===== config.mk =====
export PLATFORM = sky130hd
export DESIGN_NAME = bcrypt_proxy_arbiter_flat
export DESIGN_NICKNAME = d
export VERILOG_FILES = /design/src/rtl/bcrypt_proxy_arbiter_if.sv /design/src/rtl/bcrypt_proxy_arbiter.sv /design/src/flat_wrapper.sv
export SDC_FILE = /design/constraint.sdc
export NUM_CORES = 1
export LEC_CHECK = 0
export BUFFER_PORTS_ARGS = -buffer_cell sky130_fd_sc_hd__buf_2
export CAP_MARGIN = 20
export CELL_PAD_IN_SITES_DETAIL_PLACEMENT = 0
export CELL_PAD_IN_SITES_GLOBAL_PLACEMENT = 1
export CORE_MARGIN = 5
export CORE_UTILIZATION = 44
export CTS_CLUSTER_DIAMETER = 40
export CTS_CLUSTER_SIZE = 24
export DETAILED_ROUTE_END_ITERATION = 8
export PLACE_DENSITY_LB_ADDON = 0.08
export SLEW_MARGIN = 10
export SYNTH_ARGS = -nofsm -noshare
export SYNTH_HDL_FRONTEND = slang
export SYNTH_SLANG_ARGS = --single-unit

===== constraint.sdc =====
create_clock -name CLK -period 2.2 [get_ports CLK]
set_input_delay 0.22 -clock CLK [delete_from_list [all_inputs] [get_ports CLK]]
set_output_delay 0.22 -clock CLK [all_outputs]
set_load 0.05 [all_outputs]

===== src/rtl/bcrypt_proxy_arbiter_if.sv =====
// Signal bundle between bcrypt_data, the proxy arbiter, its proxies and the result consumer.
// The slave modport is the arbiter's view; master is the surrounding environment.
interface bcrypt_proxy_arbiter_if #(
    parameter int NUM_PROXIES = 4
);
    logic [7:0]             din;
    logic [1:0]             ctrl;
    logic                   wr_en;
    logic                   crypt_ready;
    logic                   init_ready;
    logic                   err_no_target;
    logic [7:0]             px_din;
    logic [1:0]             px_ctrl;
    logic [NUM_PROXIES-1:0] px_wr_en;
    logic [NUM_PROXIES-1:0] px_init_ready;
    logic [NUM_PROXIES-1:0] px_crypt_ready;
    logic [NUM_PROXIES-1:0] px_rd_en;
    logic [NUM_PROXIES-1:0] px_empty;
    logic [NUM_PROXIES-1:0] px_dout;
    logic [7:0]             out_data;
    logic [3:0]             out_proxy;
    logic                   out_valid;
    logic                   out_ready;

    modport slave (
        input  din, ctrl, wr_en, px_init_ready, px_crypt_ready, px_empty, px_dout, out_ready,
        output crypt_ready, init_ready, err_no_target, px_din, px_ctrl, px_wr_en, px_rd_en,
               out_data, out_proxy, out_valid
    );

    modport master (
        output din, ctrl, wr_en, px_init_ready, px_crypt_ready, px_empty, px_dout, out_ready,
        input  crypt_ready, init_ready, err_no_target, px_din, px_ctrl, px_wr_en, px_rd_en,
               out_data, out_proxy, out_valid
    );
endinterface


===== src/rtl/bcrypt_proxy_arbiter.sv =====
// Steers bcrypt_data packets to proxies (round-robin data, broadcast init) and
// collects serial results from proxies round-robin into an upstream byte stream.
module bcrypt_proxy_arbiter #(
    parameter int         NUM_PROXIES     = 4,
    parameter int         RESULT_BITS     = 64,
    parameter int         RD_LATENCY      = 3,
    parameter logic [1:0] CTRL_DATA_START = 2'd1,
    parameter logic [1:0] CTRL_INIT_START = 2'd2,
    parameter logic [1:0] CTRL_END        = 2'd3
) (
    input logic                   CLK,
    input logic                   rst,
    bcrypt_proxy_arbiter_if.slave bus
);
    localparam int unsigned NP        = NUM_PROXIES;
    localparam int          PW        = (NUM_PROXIES > 1) ? $clog2(NUM_PROXIES) : 1;
    localparam int          NBYTES    = RESULT_BITS / 8;
    localparam int          BW        = (NBYTES > 1) ? $clog2(NBYTES) : 1;
    localparam int          CW        = $clog2(RESULT_BITS + RD_LATENCY);
    localparam int          WAIT_LAST = (RD_LATENCY > 1) ? RD_LATENCY - 2 : 0;

    function automatic logic [PW-1:0] wrap_inc(input logic [PW-1:0] p, input int unsigned k);
        int unsigned s;
        s = p + k;
        if (s >= NP) s = s - NP;
        return PW'(s);
    endfunction

    // ---------------- input side ----------------
    typedef enum logic [1:0] {IN_IDLE, IN_BODY, IN_FLUSH, IN_DROP} in_state_t;

    in_state_t              in_state, in_next;
    logic [NUM_PROXIES-1:0] target_mask, target_next, byte_mask;
    logic [PW-1:0]          wr_ptr, wr_ptr_next;
    logic                   err_set;
    logic                   rr_found;
    logic [PW-1:0]          rr_sel;
    logic [NUM_PROXIES-1:0] rr_mask;

    logic                   crypt_ready_r, init_ready_r, err_r;
    logic [7:0]             px_din_r;
    logic [1:0]             px_ctrl_r;
    logic [NUM_PROXIES-1:0] px_wr_en_r;

    // First crypt-ready proxy at or after wr_ptr, wrapping.
    always_comb begin
        rr_found = 1'b0;
        rr_sel   = '0;
        for (int unsigned k = 0; k < NP; k++) begin
            if (!rr_found && bus.px_crypt_ready[wrap_inc(wr_ptr, k)]) begin
                rr_found = 1'b1;
                rr_sel   = wrap_inc(wr_ptr, k);
            end
        end
        rr_mask         = '0;
        rr_mask[rr_sel] = rr_found;
    end

    always_comb begin
        in_next     = in_state;
        target_next = target_mask;
        byte_mask   = '0;
        wr_ptr_next = wr_ptr;
        err_set     = 1'b0;
        case (in_state)
            IN_IDLE: begin
                if (bus.wr_en && bus.ctrl == CTRL_DATA_START) begin
                    byte_mask   = rr_mask;
                    target_next = rr_mask;
                    if (rr_found) begin
                        wr_ptr_next = wrap_inc(rr_sel, 1);
                        in_next     = IN_BODY;
                    end else begin
                        err_set = 1'b1;
                        in_next = IN_DROP;
                    end
                end else if (bus.wr_en && bus.ctrl == CTRL_INIT_START) begin
                    byte_mask   = bus.px_init_ready;
                    target_next = bus.px_init_ready;
                    if (|bus.px_init_ready) begin
                        in_next = IN_BODY;
                    end else begin
                        err_set = 1'b1;
                        in_next = IN_DROP;
                    end
                end
            end
            IN_BODY: begin
                byte_mask = target_mask;
                if (bus.wr_en && bus.ctrl == CTRL_END) in_next = IN_FLUSH;
            end
            IN_FLUSH: begin
                target_next = '0;
                in_next     = IN_IDLE;
            end
            IN_DROP: begin
                if (bus.wr_en && bus.ctrl == CTRL_END) in_next = IN_IDLE;
            end
            default: in_next = IN_IDLE;
        endcase
    end

    // Ready flags look at the next state so they read 0 in every non-IDLE cycle.
    always_ff @(posedge CLK) begin
        if (rst) begin
            in_state      <= IN_IDLE;
            target_mask   <= '0;
            wr_ptr        <= '0;
            err_r         <= 1'b0;
            crypt_ready_r <= 1'b0;
            init_ready_r  <= 1'b0;
            px_din_r      <= '0;
            px_ctrl_r     <= '0;
            px_wr_en_r    <= '0;
        end else begin
            in_state      <= in_next;
            target_mask   <= target_next;
            wr_ptr        <= wr_ptr_next;
            err_r         <= err_r | err_set;
            crypt_ready_r <= (|bus.px_crypt_ready) && (in_next == IN_IDLE);
            init_ready_r  <= (|bus.px_init_ready) && (in_next == IN_IDLE);
            px_din_r      <= bus.din;
            px_ctrl_r     <= bus.ctrl;
            px_wr_en_r    <= bus.wr_en ? byte_mask : '0;
        end
    end

    assign bus.crypt_ready   = crypt_ready_r;
    assign bus.init_ready    = init_ready_r;
    assign bus.err_no_target = err_r;
    assign bus.px_din        = px_din_r;
    assign bus.px_ctrl       = px_ctrl_r;
    assign bus.px_wr_en      = px_wr_en_r;

    // ---------------- output side ----------------
    typedef enum logic [1:0] {OUT_SCAN, OUT_WAIT, OUT_SHIFT, OUT_EMIT} out_state_t;

    out_state_t             out_state, out_next;
    logic [PW-1:0]          rd_ptr, rd_ptr_next, cur, cur_next;
    logic [CW-1:0]          cnt, cnt_next;
    logic [BW-1:0]          byte_cnt, byte_cnt_next;
    logic [RESULT_BITS-1:0] shreg, shreg_next;
    logic [NUM_PROXIES-1:0] rd_en_c;

    always_comb begin
        out_next      = out_state;
        rd_ptr_next   = rd_ptr;
        cur_next      = cur;
        cnt_next      = cnt;
        byte_cnt_next = byte_cnt;
        shreg_next    = shreg;
        rd_en_c       = '0;
        case (out_state)
            OUT_SCAN: begin
                if (!bus.px_empty[rd_ptr]) begin
                    cur_next        = rd_ptr;
                    rd_en_c[rd_ptr] = 1'b1;
                    cnt_next        = '0;
                    out_next        = (RD_LATENCY > 1) ? OUT_WAIT : OUT_SHIFT;
                end else begin
                    rd_ptr_next = wrap_inc(rd_ptr, 1);
                end
            end
            OUT_WAIT: begin
                if (cnt == CW'(WAIT_LAST)) begin
                    cnt_next = '0;
                    out_next = OUT_SHIFT;
                end else begin
                    cnt_next = cnt + 1'b1;
                end
            end
            OUT_SHIFT: begin
                shreg_next = {shreg[RESULT_BITS-2:0], bus.px_dout[cur]};
                if (cnt == CW'(RESULT_BITS - 1)) begin
                    out_next      = OUT_EMIT;
                    byte_cnt_next = '0;
                    rd_ptr_next   = wrap_inc(cur, 1);
                end else begin
                    cnt_next = cnt + 1'b1;
                end
            end
            OUT_EMIT: begin
                // The top byte of shreg is always the one on offer; shift on accept.
                if (bus.out_ready) begin
                    shreg_next = shreg << 8;
                    if (byte_cnt == BW'(NBYTES - 1)) out_next = OUT_SCAN;
                    else byte_cnt_next = byte_cnt + 1'b1;
                end
            end
            default: out_next = OUT_SCAN;
        endcase
    end

    always_ff @(posedge CLK) begin
        if (rst) begin
            out_state <= OUT_SCAN;
            rd_ptr    <= '0;
            cur       <= '0;
            cnt       <= '0;
            byte_cnt  <= '0;
            shreg     <= '0;
        end else begin
            out_state <= out_next;
            rd_ptr    <= rd_ptr_next;
            cur       <= cur_next;
            cnt       <= cnt_next;
            byte_cnt  <= byte_cnt_next;
            shreg     <= shreg_next;
        end
    end

    assign bus.px_rd_en  = rst ? '0 : rd_en_c;
    assign bus.out_valid = (out_state == OUT_EMIT);
    assign bus.out_data  = shreg[RESULT_BITS-1 -: 8];
    assign bus.out_proxy = 4'(cur);
endmodule


===== src/flat_wrapper.sv =====
// flat-port wrapper written by rule: the top's interface ports become plain ports
module bcrypt_proxy_arbiter_flat 
#(
    parameter int         NUM_PROXIES     = 4,
    parameter int         RESULT_BITS     = 64,
    parameter int         RD_LATENCY      = 3,
    parameter logic [1:0] CTRL_DATA_START = 2'd1,
    parameter logic [1:0] CTRL_INIT_START = 2'd2,
    parameter logic [1:0] CTRL_END        = 2'd3
)
  (CLK, rst, bus_din, bus_ctrl, bus_wr_en, bus_px_init_ready, bus_px_crypt_ready, bus_px_empty, bus_px_dout, bus_out_ready, bus_crypt_ready, bus_init_ready, bus_err_no_target, bus_px_din, bus_px_ctrl, bus_px_wr_en, bus_px_rd_en, bus_out_data, bus_out_proxy, bus_out_valid);
  bcrypt_proxy_arbiter_if #(.NUM_PROXIES(NUM_PROXIES)) bus_i ();
  input logic CLK;
  input logic rst;
  input wire logic [$bits(bus_i.din)-1:0] bus_din;
  input wire logic [$bits(bus_i.ctrl)-1:0] bus_ctrl;
  input wire logic [$bits(bus_i.wr_en)-1:0] bus_wr_en;
  input wire logic [$bits(bus_i.px_init_ready)-1:0] bus_px_init_ready;
  input wire logic [$bits(bus_i.px_crypt_ready)-1:0] bus_px_crypt_ready;
  input wire logic [$bits(bus_i.px_empty)-1:0] bus_px_empty;
  input wire logic [$bits(bus_i.px_dout)-1:0] bus_px_dout;
  input wire logic [$bits(bus_i.out_ready)-1:0] bus_out_ready;
  output wire logic [$bits(bus_i.crypt_ready)-1:0] bus_crypt_ready;
  output wire logic [$bits(bus_i.init_ready)-1:0] bus_init_ready;
  output wire logic [$bits(bus_i.err_no_target)-1:0] bus_err_no_target;
  output wire logic [$bits(bus_i.px_din)-1:0] bus_px_din;
  output wire logic [$bits(bus_i.px_ctrl)-1:0] bus_px_ctrl;
  output wire logic [$bits(bus_i.px_wr_en)-1:0] bus_px_wr_en;
  output wire logic [$bits(bus_i.px_rd_en)-1:0] bus_px_rd_en;
  output wire logic [$bits(bus_i.out_data)-1:0] bus_out_data;
  output wire logic [$bits(bus_i.out_proxy)-1:0] bus_out_proxy;
  output wire logic [$bits(bus_i.out_valid)-1:0] bus_out_valid;
  assign bus_i.din = bus_din;
  assign bus_i.ctrl = bus_ctrl;
  assign bus_i.wr_en = bus_wr_en;
  assign bus_i.px_init_ready = bus_px_init_ready;
  assign bus_i.px_crypt_ready = bus_px_crypt_ready;
  assign bus_i.px_empty = bus_px_empty;
  assign bus_i.px_dout = bus_px_dout;
  assign bus_i.out_ready = bus_out_ready;
  assign bus_crypt_ready = bus_i.crypt_ready;
  assign bus_init_ready = bus_i.init_ready;
  assign bus_err_no_target = bus_i.err_no_target;
  assign bus_px_din = bus_i.px_din;
  assign bus_px_ctrl = bus_i.px_ctrl;
  assign bus_px_wr_en = bus_i.px_wr_en;
  assign bus_px_rd_en = bus_i.px_rd_en;
  assign bus_out_data = bus_i.out_data;
  assign bus_out_proxy = bus_i.out_proxy;
  assign bus_out_valid = bus_i.out_valid;
  bcrypt_proxy_arbiter #(.NUM_PROXIES(NUM_PROXIES), .RESULT_BITS(RESULT_BITS), .RD_LATENCY(RD_LATENCY), .CTRL_DATA_START(CTRL_DATA_START), .CTRL_INIT_START(CTRL_INIT_START), .CTRL_END(CTRL_END)) u_core (.CLK(CLK), .rst(rst), .bus(bus_i));
endmodule

==> flow_summary.toml, run 1 <==
[outcome]
outcome = "completed"

[critical_path]
crit_required_ps = 1980
worst-path-buf-inv = 2
reg2reg_to = "u_core.cnt[5]"
cp_slowest_cell = "dfxtp_1"
path_max_fanout = 5
r2r_start = "u_core.out_state[0]"
worstSetupPathType = "flip-flop to primary output"
reg2reg_depth = 6
cp-start-kind = "flip-flop"
worstPathArrival_ps = 1860
cpLargestDelayFamily = "simple AND/OR/NAND/NOR gates"
cp-end-kind = "primary output"
critPathMaxStageDelay_ps = 360
critPathLaunch = "u_core.out_state[0]"
cp_cell_sequence = "inv_1 -> ha_1 -> nor2b_1 -> nand2_1 -> nor4_1 -> buf_2"
cp.depth = 6
endpoint = "bus_px_rd_en[1]"
reg2reg_slack_ps = 250

[place]
gp_congestion = 0.791
placed_area_um2 = 5360
portBuffers = 61
place_hpwl_mm = 6.90
dp.cells = 702

[grt]
grt_start_max_net_pins = 75
grt_pass1_vias = 3817
grt-ovfl-total = 0
grt_pass1_wl_mm = 17.5
grt_antenna_before_repair = 0
grt_util_all_layers = 0.158

[floorplanning]
die_height_um = 117
ios = 64
initial_core_util = 0.454
rows = 38
core_um2 = 11000
die_w_um = 117
dieArea_um2 = 13600

[route]
viasPerCell = 5.55
drt_wl_total_mm = 10.1
drc = 0
wl_per_cell_um = 14.1
num_vias = 3985
dr.pass1.iters = 4
ant_nets = 0
initialDrtViolationCount = 230

[synth]
synth-xor-area-share = 0.00175
synth-simple-area-share = 0.157
synth_ff_type = "dfxtp_1"
postSynthAreaPerCell_um2 = 9.24
synthMuxAreaShare = 0.130
synth_fa_ha_area_frac = 0.0301
syn_area_um2 = 4990
synthArstFlopShare = 0
synth-seq-cells = 105
synth_compound_area_frac = 0.197
synth-seq-area-share = 0.421
netlist_instances = 540
synth_edf_count = 0
synth_cell_type_count = 57
synth_top_family_by_area = "compound AO/OA/AOI/OAI gates"
ys_warn_count = 0

[sta]
max_freq_mhz = 480
whs_ps = 79.0
timing.final.crit_share = 0.946
slew_headroom = 0.580
slew_viol_final = 0
rsz0062_at_grt = "false"
finalClockSkew_ps = 4.89
final_hold_viol_count = 0
finalCriticalPeriod_ps = 2080
setup_viol = 0
worstMarginPinSlew_ps = 630

[clock_network]
cts_tree = "yes"
clkTransAtPathRegs_ps = 70
cts.repair.resized = 0
clockBufferDepth = 2
insertion_delay_ps = 350
cts_made_buffers = 9
clock-sinks = 105
root_buffer = "clkbuf_16"
cts_hold_buf = 0
cts_max_level = 3
postCtsSetupBuffers = 0

[min_path]
min_path_cells = 2
min_path_type = "input port to flip-flop"

[final_layout]
area_growth_pct = 14.1
fin_nets = 615
diodes = 0
utilization = 0.518
final_area_um2 = 5690
drive_above_1_share = 0.176
fillCellCount = 1025
fin_cells = 718

[power_and_ir_drop]
p_leak_nw = 1.96
peakVddDrop_mv = 0.732
pwr_density_cell_nw_per_um2 = 1210

[job]
maxCapViolations = 0
==> layout by cell type, fill, tap and decap left out, types with 8 or more instances in the layout <==
cell type / instances
a21oi_1: 22
a211oi_1: 62
clkbuf_16: 9
nand2_1: 21
dfxtp_1: 104
ha_1: 11
nor2b_1: 15
buf_2: 59
inv_1: 17
a22oi_1: 8
mux2i_1: 60
o21ai_0: 8
nor2_1: 79
==> metrics by stage <==
step	setup TNS (ps)	setup slack (ps)	power (mW)
after global routing	0	2.72	7.46
after floorplan	-678	-339	4.71
after detailed placement	0	272	5.22
after global placement	0	331	5.15
after CTS	0	60.7	7.00
final	0	119	6.91
==> flip-flops by register name, indices dropped and copies added (netlist names) <==
name / count
u_core.bus.crypt_ready: 1
u_core.bus.err_no_target: 1
u_core.bus.init_ready: 1
u_core.bus.px_ctrl: 2
u_core.bus.px_din: 8
u_core.bus.px_wr_en: 4
u_core.byte_cnt: 3
u_core.cnt: 7
u_core.cur: 2
u_core.in_state: 2
u_core.out_state: 2
u_core.rd_ptr: 2
u_core.shreg: 64
u_core.target_mask: 4
u_core.wr_ptr: 2
==> per-layer routing <==
metal | up-vias | share of wire | GRT usage
li1 | 2024 | - | -
met1 | 1895 | 0.48 | 0.201
met5 | - | 0 | 0
met4 | 0 | 0.0080 | 0.0510
met2 | 59 | 0.47 | 0.256
met3 | 7 | 0.042 | 0.0482
==> worst min-delay path by stage <==
| stage | startpoint | to | slack [ps] |
|---|---|---|---|
| floorplan | bus_ctrl[0] | u_core.bus.px_ctrl[0] | 350 |
| global placement | bus_din[6] | u_core.bus.px_din[6] | 430 |
| detailed placement | bus_din[0] | u_core.bus.px_din[0] | 440 |
| CTS | bus_din[0] | u_core.bus.px_din[0] | 60 |
| global route | bus_din[2] | u_core.bus.px_din[2] | 80 |
| finish | bus_din[0] | u_core.bus.px_din[0] | 80 |
==> synthesized netlist by cell type (4+ instances only) <==
cell | number | share of area
o21ai_0 | 8 | 0.0080
nor4_1 | 5 | 0.0063
ha_1 | 12 | 0.030
buf_2 | 11 | 0.011
buf_4 | 12 | 0.018
or3_1 | 4 | 0.0050
dfxtp_1 | 105 | 0.42
inv_1 | 17 | 0.013
a211oi_1 | 62 | 0.093
nand2b_1 | 7 | 0.0088
a32o_1 | 4 | 0.0080
nor2b_1 | 15 | 0.019
nand3_1 | 5 | 0.0050
mux2i_1 | 60 | 0.12
o32ai_1 | 5 | 0.0088
or4_1 | 4 | 0.0060
nor2_1 | 79 | 0.059
clkbuf_1 | 20 | 0.015
a21oi_1 | 22 | 0.022
nand2_1 | 21 | 0.016
a22oi_1 | 8 | 0.012
==> layout make-up <==
class | count | area [um2] | share of cell area
sequential | 105 | 2100 | 0.369
tap | 140 | 175 | 0.0308
multi-input combinational | 372 | 2610 | 0.459
timing repair buffer | 68 | 413 | 0.0725
clock buffer | 9 | 225 | 0.0396
inverter | 17 | 63.8 | 0.0112
clock inverter | 7 | 100 | 0.0176
==> worst register-to-register path, delay by kind of cell (launching register included) <==
family	cells	cell delay, ps
AOI/OAI and AO/OA	3	810
DFF	1	420
adders and majority gates	1	320
and+or+nand+nor	1	190
buffers and inverters	1	110
==> cell families after synthesis <==
logic type                 count (synthesis)
AOI/OAI and AO/OA                        133
xor gates and xnor gates                   1
DFF                                      105
muxes                                     63
other                                      1
and+or+nand+nor                          161
adders and majority gates                 12
buffers and inverters                     64
==> power breakdown <==
part           switching [mW]  internal, mW  total [mW]
logic                    1.53          1.00        2.53
registers               0.344          2.30        2.65
clock network           0.730          1.01        1.74
Power figures use the tool's default switching activity.
==> inputs of run 2 (changes only) <==
CAP_MARGIN = 5   (was 20)
CORE_UTILIZATION = 48   (was 44)
clock period = 2.4 ns   (was 2.2 ns; I/O delays follow)
==> flow_summary.toml, run 2 (same netlist as run 1, synthesis figures left out) <==
[job]
maxCapViolations = 0

[power_and_ir_drop]
peakVddDrop_mv = 0.569
intPower_mw = 3.52
p_leak_nw = 1.89
p_sw_mw = 2.30
sw_frac_of_total = 0.395
pwr-share-comb = 0.390
pwr_density_cell_nw_per_um2 = 1050
power_frac_seq = 0.414
pwr-share-clk = 0.196

[sta]
finalClockSkew_ps = 16.6
whs_ps = 70.3
final_hold_viol_count = 0
slew_viol_final = 0
setup_ws_ps = 261
max_freq_mhz = 468
worstMarginPinSlew_ps = 601
rsz0062_at_grt = "false"
slew_headroom = 0.596
setup_viol = 0
timing.final.crit_share = 0.891
finalCriticalPeriod_ps = 2140

[critical_path]
cp_cell_sequence = "mux2i_1 -> nand2_1 -> nor4_1 -> clkbuf_4"
critPathMaxStageDelay_ps = 560
worstSetupPathType = "flip-flop to primary output"
worstPathArrival_ps = 1900
crit_required_ps = 2160
worst-path-buf-inv = 1
path_max_fanout = 9
cp_slowest_cell = "dfxtp_1"
cp-start-kind = "flip-flop"
cpLargestDelayFamily = "flip-flops"
cp-end-kind = "primary output"

[floorplanning]
rows = 37
core_um2 = 10200
die_height_um = 112
dieArea_um2 = 12500
ios = 64
initial_core_util = 0.488
die_w_um = 112

[outcome]
outcome = "completed"

[clock_network]
insertion_delay_ps = 380
postCtsSetupBuffers = 0
cts_max_level = 3
clock-sinks = 105
clockBufferDepth = 2
clkTransAtPathRegs_ps = 100
cts_hold_buf = 0
cts_tree = "yes"
cts_made_buffers = 9
root_buffer = "clkbuf_8"
cts.repair.resized = 0

[route]
dr_wl_met2_mm = 4.38
dr.max_layer_used = "met4"
num_vias = 3940
dr.pass1.iters = 5
wl_per_cell_um = 13.7
initialDrtViolationCount = 274
viasPerCell = 5.53
drc = 0
drt_wl_total_mm = 9.74
wl_met1_mm = 4.74
ant_nets = 0
met3_length_um = 464

[final_layout]
largest_reg_flops = 64
fillCellCount = 946
fin_nets = 614
drive_above_1_share = 0.170
top_register = "u_core.shreg"
final_cell_mix = "105 x dfxtp_1, 79 x nor2_1, 62 x a211oi_1"
multiInputGateArea_um2 = 2610
seqCellArea_um2 = 2100
diodes = 0
layout_commonest_cell = "dfxtp_1"
area_growth_pct = 11.0

[place]
dp_slack_ps = 358
portBuffers = 61
gp_congestion = 0.810
place_hpwl_mm = 6.59

[grt]
grt-ovfl-total = 0
grt_pass1_vias = 3758
grt_pass1_wl_mm = 17.0
grt_start_max_net_pins = 60
grt_antenna_before_repair = 0
grt_util_all_layers = 0.159

[min_path]
min_path_type = "input port to flip-flop"
## run 2: worst paths after layout
path / slack, ps / cells after the start / end / from
hold / removal: 70 / 2 / u_core.bus.px_din[3] / bus_din[3]
setup / recovery: 260 / 4 / bus_px_rd_en[1] / u_core.rd_ptr[0]
setup reg to reg: 360 / 7 / u_core.shreg[4] / u_core.out_state[0]
hold reg to reg: 450 / 2 / u_core.bus.err_no_target / u_core.bus.err_no_target
## run 2: worst reg2reg max path, stage by stage, from the launching register on
cell and delay [ps]:
dfxtp_1 420, inv_1 100, ha_1 350, nor2b_1 210, buf_4 170, a21oi_1 460, a22oi_1 150, nor2_1 130
## run 2: metrics by stage
stage	total power [mW]	TNS, ps	instances	util	cell area [um2]
finish	5.82	0	713	0.541	5540
global route	6.28	0	713	0.541	5540
CTS	5.90	0	713	0.541	5540
detailed placement	4.75	0	697	0.521	5330
global placement	4.70	0	697	0.521	5330
floorplan	4.32	-318	541	-	4990
## run 2: layout make-up
class	count	area share
Sequential cell	105	0.380
Multi-Input combinational cell	372	0.471
Clock buffer	11	0.0255
Inverter	17	0.0115
Timing Repair Buffer	67	0.0709
Tap cell	136	0.0307
Clock inverter	5	0.0111
## run 2: power by group through the flow
stage,combinational (mW),clock (mW),sequential [mW]
after global routing,2.55,1.25,2.48
after detailed placement,2.29,0,2.45
after floorplan,1.90,0,2.42
after global placement,2.25,0,2.45
after CTS,2.30,1.18,2.41
final,2.27,1.14,2.41
## run 2: metal layers
layer  track usage  vias to the layer above
met5             0                        -
met4        0.0601                        0
met3        0.0370                       12
met2         0.260                       83
met1         0.204                     1823
li1              -                     2022
